==> src/rtl/uart_pkg.sv <==
// Shared types and helpers for uart_core: bit-period rounding, counter sizing, FSM state enums.
package uart_pkg;

  typedef enum logic [2:0] {TX_IDLE, TX_START, TX_DATA, TX_PARITY, TX_STOP} tx_state_t;
  typedef enum logic [2:0] {RX_IDLE, RX_START, RX_DATA, RX_PARITY, RX_STOP} rx_state_t;

  // Clock cycles per bit, rounded to nearest.
  function automatic int bit_cycles(input int clk_freq, input int baud_rate);
    return (clk_freq + baud_rate / 2) / baud_rate;
  endfunction

  function automatic int cnt_width(input int n);
    return (n < 2) ? 1 : $clog2(n);
  endfunction

  localparam int DFLT_BIT_CYC = bit_cycles(100_000_000, 921_600);
  localparam int DFLT_CNT_W   = cnt_width(DFLT_BIT_CYC);

endpackage

==> src/rtl/uart_majority_filter.sv <==
// M_TAPS-deep shift register whose registered majority value is the filtered rx line (idles high).
module uart_majority_filter #(
  parameter int M_TAPS = 3
) (
  input  logic clk,
  input  logic rst,
  input  logic din,
  output logic dout
);

  logic [M_TAPS-1:0] r_taps;
  logic              r_maj;
  logic              w_maj;

  assign w_maj = ($countones(r_taps) > (M_TAPS / 2));
  assign dout  = r_maj;

  always_ff @(posedge clk or posedge rst) begin
    if (rst) begin
      r_taps <= '1;
      r_maj  <= 1'b1;
    end else begin
      r_taps <= M_TAPS'({r_taps, din});
      r_maj  <= w_maj;
    end
  end

endmodule

==> src/rtl/uart_core.sv <==
// Full-duplex UART: ready/valid TX serialiser and majority-filtered RX deserialiser.
// Define UART_LOOPBACK_EN to feed the receiver from the tx register instead of the rx pin.
module uart_core
  import uart_pkg::*;
#(
  parameter int CLK_FREQ  = 100_000_000,
  parameter int BAUD_RATE = 921_600,
  parameter int PARITY    = 0,
  parameter int DI_WIDTH  = 8,
  parameter int DO_WIDTH  = 8,
  parameter int M_TAPS    = 3
) (
  input  logic                clk,
  input  logic                rst,
  output logic                rfd,
  input  logic [DI_WIDTH-1:0] din,
  input  logic                din_vld,
  output logic                tx,
  input  logic                rx,
  output logic [DO_WIDTH-1:0] dout,
  output logic                dout_vld,
  output logic                rx_err
);

  localparam int BIT_CYC = bit_cycles(CLK_FREQ, BAUD_RATE);
  localparam int CNT_W   = cnt_width(BIT_CYC);
  localparam int TBW     = cnt_width(DI_WIDTH);
  localparam int RBW     = cnt_width(DO_WIDTH);
  localparam logic [CNT_W-1:0] CNT_LAST = CNT_W'(BIT_CYC - 1);
  localparam logic [CNT_W-1:0] CNT_HALF = CNT_W'(BIT_CYC / 2 - 1);
  localparam logic [TBW-1:0]   TB_LAST  = TBW'(DI_WIDTH - 1);
  localparam logic [RBW-1:0]   RB_LAST  = RBW'(DO_WIDTH - 1);

  // ---------------- transmitter ----------------
  tx_state_t           r_tx_st;
  logic [CNT_W-1:0]    r_tx_cnt;
  logic [TBW-1:0]      r_tx_bit;
  logic [DI_WIDTH-1:0] r_tx_sh;
  logic                r_tx_par;
  logic                r_tx;
  logic                r_rfd;

  assign tx  = r_tx;
  assign rfd = r_rfd;

  always_ff @(posedge clk or posedge rst) begin
    if (rst) begin
      r_tx_st  <= TX_IDLE;
      r_tx_cnt <= '0;
      r_tx_bit <= '0;
      r_tx_sh  <= '0;
      r_tx_par <= 1'b0;
      r_tx     <= 1'b1;
      r_rfd    <= 1'b1;
    end else if (r_tx_st == TX_IDLE) begin
      if (din_vld) begin
        r_tx_sh  <= din;
        r_tx_par <= ^din;
        r_tx     <= 1'b0;
        r_rfd    <= 1'b0;
        r_tx_cnt <= '0;
        r_tx_bit <= '0;
        r_tx_st  <= TX_START;
      end
    end else if (r_tx_cnt != CNT_LAST) begin
      r_tx_cnt <= r_tx_cnt + 1'b1;
    end else begin
      r_tx_cnt <= '0;
      case (r_tx_st)
        TX_START: begin
          r_tx    <= r_tx_sh[0];
          r_tx_sh <= r_tx_sh >> 1;
          r_tx_st <= TX_DATA;
        end
        TX_DATA: begin
          if (r_tx_bit != TB_LAST) begin
            r_tx_bit <= r_tx_bit + 1'b1;
            r_tx     <= r_tx_sh[0];
            r_tx_sh  <= r_tx_sh >> 1;
          end else if (PARITY != 0) begin
            r_tx    <= r_tx_par;
            r_tx_st <= TX_PARITY;
          end else begin
            r_tx    <= 1'b1;
            r_tx_st <= TX_STOP;
          end
        end
        TX_PARITY: begin
          r_tx    <= 1'b1;
          r_tx_st <= TX_STOP;
        end
        default: begin
          r_rfd   <= 1'b1;
          r_tx_st <= TX_IDLE;
        end
      endcase
    end
  end

  // ---------------- receiver ----------------
  logic w_rx_in;
`ifdef UART_LOOPBACK_EN
  assign w_rx_in = r_tx;
`else
  assign w_rx_in = rx;
`endif

  logic [1:0] r_sync;
  logic       r_rf_d;
  logic       w_rf;

  always_ff @(posedge clk or posedge rst) begin
    if (rst) begin
      r_sync <= '1;
      r_rf_d <= 1'b1;
    end else begin
      r_sync <= {r_sync[0], w_rx_in};
      r_rf_d <= w_rf;
    end
  end

  uart_majority_filter #(.M_TAPS(M_TAPS)) u_filt (
    .clk  (clk),
    .rst  (rst),
    .din  (r_sync[1]),
    .dout (w_rf)
  );

  rx_state_t           r_rx_st;
  logic [CNT_W-1:0]    r_rx_cnt;
  logic [RBW-1:0]      r_rx_bit;
  logic [DO_WIDTH-1:0] r_rx_sh;
  logic                r_rx_par;
  logic [DO_WIDTH-1:0] r_dout;
  logic                r_dout_vld;
  logic                r_rx_err;
  logic                w_par_ok;

  assign w_par_ok = (PARITY == 0) || ((^r_rx_sh) == r_rx_par);
  assign dout     = r_dout;
  assign dout_vld = r_dout_vld;
  assign rx_err   = r_rx_err;

  always_ff @(posedge clk or posedge rst) begin
    if (rst) begin
      r_rx_st    <= RX_IDLE;
      r_rx_cnt   <= '0;
      r_rx_bit   <= '0;
      r_rx_sh    <= '0;
      r_rx_par   <= 1'b0;
      r_dout     <= '0;
      r_dout_vld <= 1'b0;
      r_rx_err   <= 1'b0;
    end else begin
      r_dout_vld <= 1'b0;
      r_rx_err   <= 1'b0;
      case (r_rx_st)
        RX_IDLE: begin
          if (r_rf_d && !w_rf) begin
            r_rx_cnt <= '0;
            r_rx_st  <= RX_START;
          end
        end
        RX_START: begin
          if (r_rx_cnt != CNT_HALF) begin
            r_rx_cnt <= r_rx_cnt + 1'b1;
          end else begin
            // Line back high at mid-start means a glitch, not a frame.
            r_rx_cnt <= '0;
            r_rx_bit <= '0;
            r_rx_st  <= w_rf ? RX_IDLE : RX_DATA;
          end
        end
        default: begin
          if (r_rx_cnt != CNT_LAST) begin
            r_rx_cnt <= r_rx_cnt + 1'b1;
          end else begin
            r_rx_cnt <= '0;
            case (r_rx_st)
              RX_DATA: begin
                r_rx_sh  <= {w_rf, r_rx_sh[DO_WIDTH-1:1]};
                r_rx_bit <= r_rx_bit + 1'b1;
                if (r_rx_bit == RB_LAST) r_rx_st <= (PARITY != 0) ? RX_PARITY : RX_STOP;
              end
              RX_PARITY: begin
                r_rx_par <= w_rf;
                r_rx_st  <= RX_STOP;
              end
              default: begin
                r_rx_st <= RX_IDLE;
                if (w_rf && w_par_ok) begin
                  r_dout     <= r_rx_sh;
                  r_dout_vld <= 1'b1;
                end else begin
                  r_rx_err <= 1'b1;
                end
              end
            endcase
          end
        end
      endcase
    end
  end

endmodule

==> config.mk <==
export PLATFORM = sky130hd
export DESIGN_NAME = uart_core
export DESIGN_NICKNAME = d
export VERILOG_FILES = /design/src/rtl/uart_pkg.sv /design/src/rtl/uart_majority_filter.sv /design/src/rtl/uart_core.sv
export SDC_FILE = /design/constraint.sdc
export NUM_CORES = 1
export LEC_CHECK = 0
export BUFFER_PORTS_ARGS = -buffer_cell sky130_fd_sc_hd__buf_2
export CORE_ASPECT_RATIO = 0.7
export CORE_MARGIN = 5
export CORE_UTILIZATION = 40
export CTS_CLUSTER_SIZE = 12
export DETAILED_ROUTE_END_ITERATION = 7
export PLACE_DENSITY = 0.59
export SLEW_MARGIN = 20
export SYNTH_ARGS = -nofsm -noshare
export SYNTH_HDL_FRONTEND = slang
export SYNTH_SLANG_ARGS = --single-unit
export TNS_END_PERCENT = 50
==> constraint.sdc <==
create_clock -name clk -period 4.2 [get_ports clk]
set_clock_uncertainty 0.1 [all_clocks]
set_input_delay 0.21 -clock clk [delete_from_list [all_inputs] [get_ports clk]]
set_output_delay 0.21 -clock clk [all_outputs]
set_load 0.05 [all_outputs]
==> metrics.log <==
[metrics] status: complete, no violations
[metrics] HP Class: in -> reg
[metrics] switching power: 0.379 mW
[metrics] actual slew at the worst max-slew pin: 780 ps
[metrics] proportion of power drawn by flip-flops and latches: 46.5%
[metrics] clock period minus worst slack: 2300 ps
[metrics] share of power burned in combinational logic: 9.9%
[metrics] maximum frequency from static timing analysis: 434 MHz
[metrics] P_int: 1.09 mW
[metrics] clock latency on the worst-skew pair: 340 ps
[metrics] fraction of synthesis flops using an asynchronous set or reset pin: 100%
[metrics] number of antenna violations at the first check in global routing: 0
[metrics] global route total overflow: 0
[metrics] port bufs: 23
[metrics] Critical Path Fanout Max: 11
[metrics] leak pwr: 1.64 nW
[metrics] number of iterations in the first detailed-routing pass: 4
[metrics] total of warnings raised by yosys: 0
[metrics] Net Sw Frac: 25.9%
[metrics] overall via count from detail_route: 1960
[metrics] residual DRC count: 0
[metrics] synthesized area per cell: 11.3 um^2
[metrics] Starting Density: 40.6%
[metrics] Avg Vias per Cell: 5.00
[metrics] maximum number of pins on one net before global-route repair: 34
[metrics] routed length on met1: 2670 um
[metrics] site row count: 26
[metrics] Area growth, synth to finish: 16.9%
[metrics] worst-case hold slack: 81.7 ps
[metrics] Diodes inserted: 0
[metrics] net total in the final layout: 311
[metrics] post-route non-filler standard cell count: 392
[metrics] type of destination of the critical path: register
[metrics] y dimension of the die: 81.5 um
[metrics] crit path setup slack, layout: 1900 ps
[metrics] post-detail-place hpwl: 3540 um
[metrics] worst vdd ir: 0.236 mV
[metrics] power density relative to cell area: 429 mW/mm^2
[metrics] clock network power share: 43.7%
[metrics] Area after DPL: 0.00313 mm^2
[metrics] total global routing track utilization: 12.7%
[metrics] total of endpoints with negative setup slack in the final report: 0
[metrics] antenna violation net count after detailed routing: 0
[metrics] Routed WL per cell: 13.3 um
[metrics] fraction of final layout cells sized beyond drive strength 1: 23.5%
[metrics] part of the cycle the worst path needs: 54.8%
[metrics] uppermost metal layer occupied by signal nets: met4
[metrics] GP Congestion: 0.862
[metrics] Synth Register Bits: 61
[metrics] most common cell after layout, fill and taps aside: dfrtp_1
[metrics] commonest cells after routing, fill and taps aside: 52 x dfrtp_1, 38 x nand2_1, 23 x buf_2
[metrics] number of levels in the clock H-tree: 3
[metrics] area of the mapped netlist: 0.00292 mm^2
[metrics] via count of the first global-routing pass: 1918
[metrics] slew margin rel.: 47.7%
[metrics] core region area: 0.00719 mm^2
[metrics] final cell utilization of the core: 47.5%
[metrics] register clock-pin slew on the reported worst setup and hold paths: 70 ps
[metrics] Crit Path Category: reg -> reg
[metrics] clock net sink count: 61
[metrics] met2 WL: 2240 um
[metrics] number of failing hold endpoints at the final stage: 0
[metrics] cts bufs inserted: 9
[metrics] DR WL met3: 254 um
[metrics] portion of the post-synthesis area used by sequential elements: 52.7%
[metrics] post-synthesis cell type with the largest combined area: dfrtp_1
[metrics] Distinct cells, synth: 53
[metrics] x dimension of the die: 112 um
[metrics] unrepaired setup endpoints after global routing: no
[metrics] WL final: 5220 um
[metrics] Overall Power: 1.46 mW
[metrics] I/O pin count: 24
[metrics] dominant synthesized flop cell: dfrtp_1
[metrics] global-route wire length before repair: 9250 um
[metrics] Post-Place Setup Slack: 1900 ps
[metrics] number of violations of the max-capacitance limit: 0
[metrics] final sum of negative setup slack: 0 ps
[metrics] placed cell count: 372
[metrics] Worst Path Required: 4320 ps
[metrics] floorplan die area: 0.00914 mm^2
[metrics] syn_nets: 280
[metrics] Final Max Slew Viols: 0
[metrics] CTS tree: yes
[metrics] number of buffers between clock root and the deepest sink: 2
[metrics] fraction of synthesized cell area taken by the top area cell type: 44.6%
[metrics] kind of launch point of the worst setup path: register
[metrics] top cells by area, synth: dfrtp_1 45%, dfstp_2 8.1%, mux2_1 6.2%
[metrics] Worst Path Arrival: 2420 ps
[metrics] number of buffers inserted by post-CTS setup repair: 0
[metrics] worst setup slack for register-to-register paths: 1900 ps
[metrics] clock tree root driver cell: clkbuf_8
[metrics] final instance area: 0.00341 mm^2
[metrics] gate count after technology mapping: 258
[metrics] DRT iter0 DRCs: 30
[metrics] Post-synth EDFFs: 0
==> worst max-delay path, stage by stage (launching register included) <==
cell and delay, ps:
dfrtp_1 420, inv_1 110, ha_1 150, and4b_1 270
nand3_1 130, nor3_2 610, mux2_1 380
==> Yosys cell counts, types with 4 or more instances <==
library cell  number
a21o_1             4
a21oi_1           10
a22o_1             7
buf_2              4
dfrtp_1           52
dfstp_2            9
ha_1              10
inv_1              9
mux2_1            16
mux2_4             8
nand2_1           38
nand3_1            5
nor2_1            13
nor3_1             4
o21ai_1            6
o31ai_1            4
xor2_1             6
==> layout make-up <==
cell class,count,area [um^2]
clock buffers,9,124
clock inverters,7,123
fillers,668,3780
inverters,10,37.5
multi-input cells,178,1300
flip-flops and latches,61,1540
well taps,98,123
repair buffers,29,170
==> cell families (layout without fill, tap and decap cells) <==
| family | after synthesis | after routing | synth area share (%) |
|---|---|---|---|
| fa+ha+maj | 10 | 10 | 4.28 |
| mux | 27 | 27 | 11.4 |
| compound gates | 46 | 46 | 10.8 |
| flops | 61 | 61 | 52.7 |
| buf+inv | 19 | 55 | 2.87 |
| xor+xnor | 7 | 7 | 2.10 |
| simple gates | 88 | 88 | 15.9 |
==> path summary, 6_finish.rpt <==
path | start | endpoint | depth (start not counted)
max | r_rx_cnt[1] | r_rx_sh[7] | 6
min | din[3] | r_tx_sh[3] | 4
max reg2reg | r_rx_cnt[1] | r_rx_sh[7] | 6
min reg2reg | r_sync[0] | r_sync[1] | 0
max in group asynchronous | rst | r_rf_d | 4
min in group asynchronous | rst | rx_err | 3
==> timing repair <==
item | in CTS | in global routing
endpoints found under the hold margin | 28 | 0
gates resized for setup | 0 | 0
hold buffers | 4 | 0
==> registers in the layout, summed over array words and instances, names as in the netlist, 2 cells and up <==
| register | flops |
|---|---|
| dout | 8 |
| r_rx_sh | 8 |
| r_tx_sh | 8 |
| r_rx_cnt | 7 |
| r_tx_cnt | 7 |
| r_rx_bit | 3 |
| r_rx_st | 3 |
| r_tx_bit | 3 |
| r_tx_st | 3 |
| u_filt.r_taps | 3 |
| r_sync | 2 |
==> power groups by stage <==
| stage | registers [mW] | clock network (mW) | logic (mW) |
|---|---|---|---|
| finish | 0.680 | 0.640 | 0.144 |
| floorplan | 0.671 | 0 | 0.118 |
| CTS | 0.679 | 0.660 | 0.146 |
| global placement | 0.687 | 0 | 0.142 |
| global route | 0.685 | 0.688 | 0.171 |
| detailed placement | 0.690 | 0 | 0.142 |
==> per-layer routing <==
layer | GRT usage, % | vias up
met1 | 18.0 | 949
met2 | 18.0 | 38
met3 | 4.34 | 6
met4 | 4.68 | 0
li1 | - | 967
met5 | 0 | -
(Power assumes the default switching activity.)
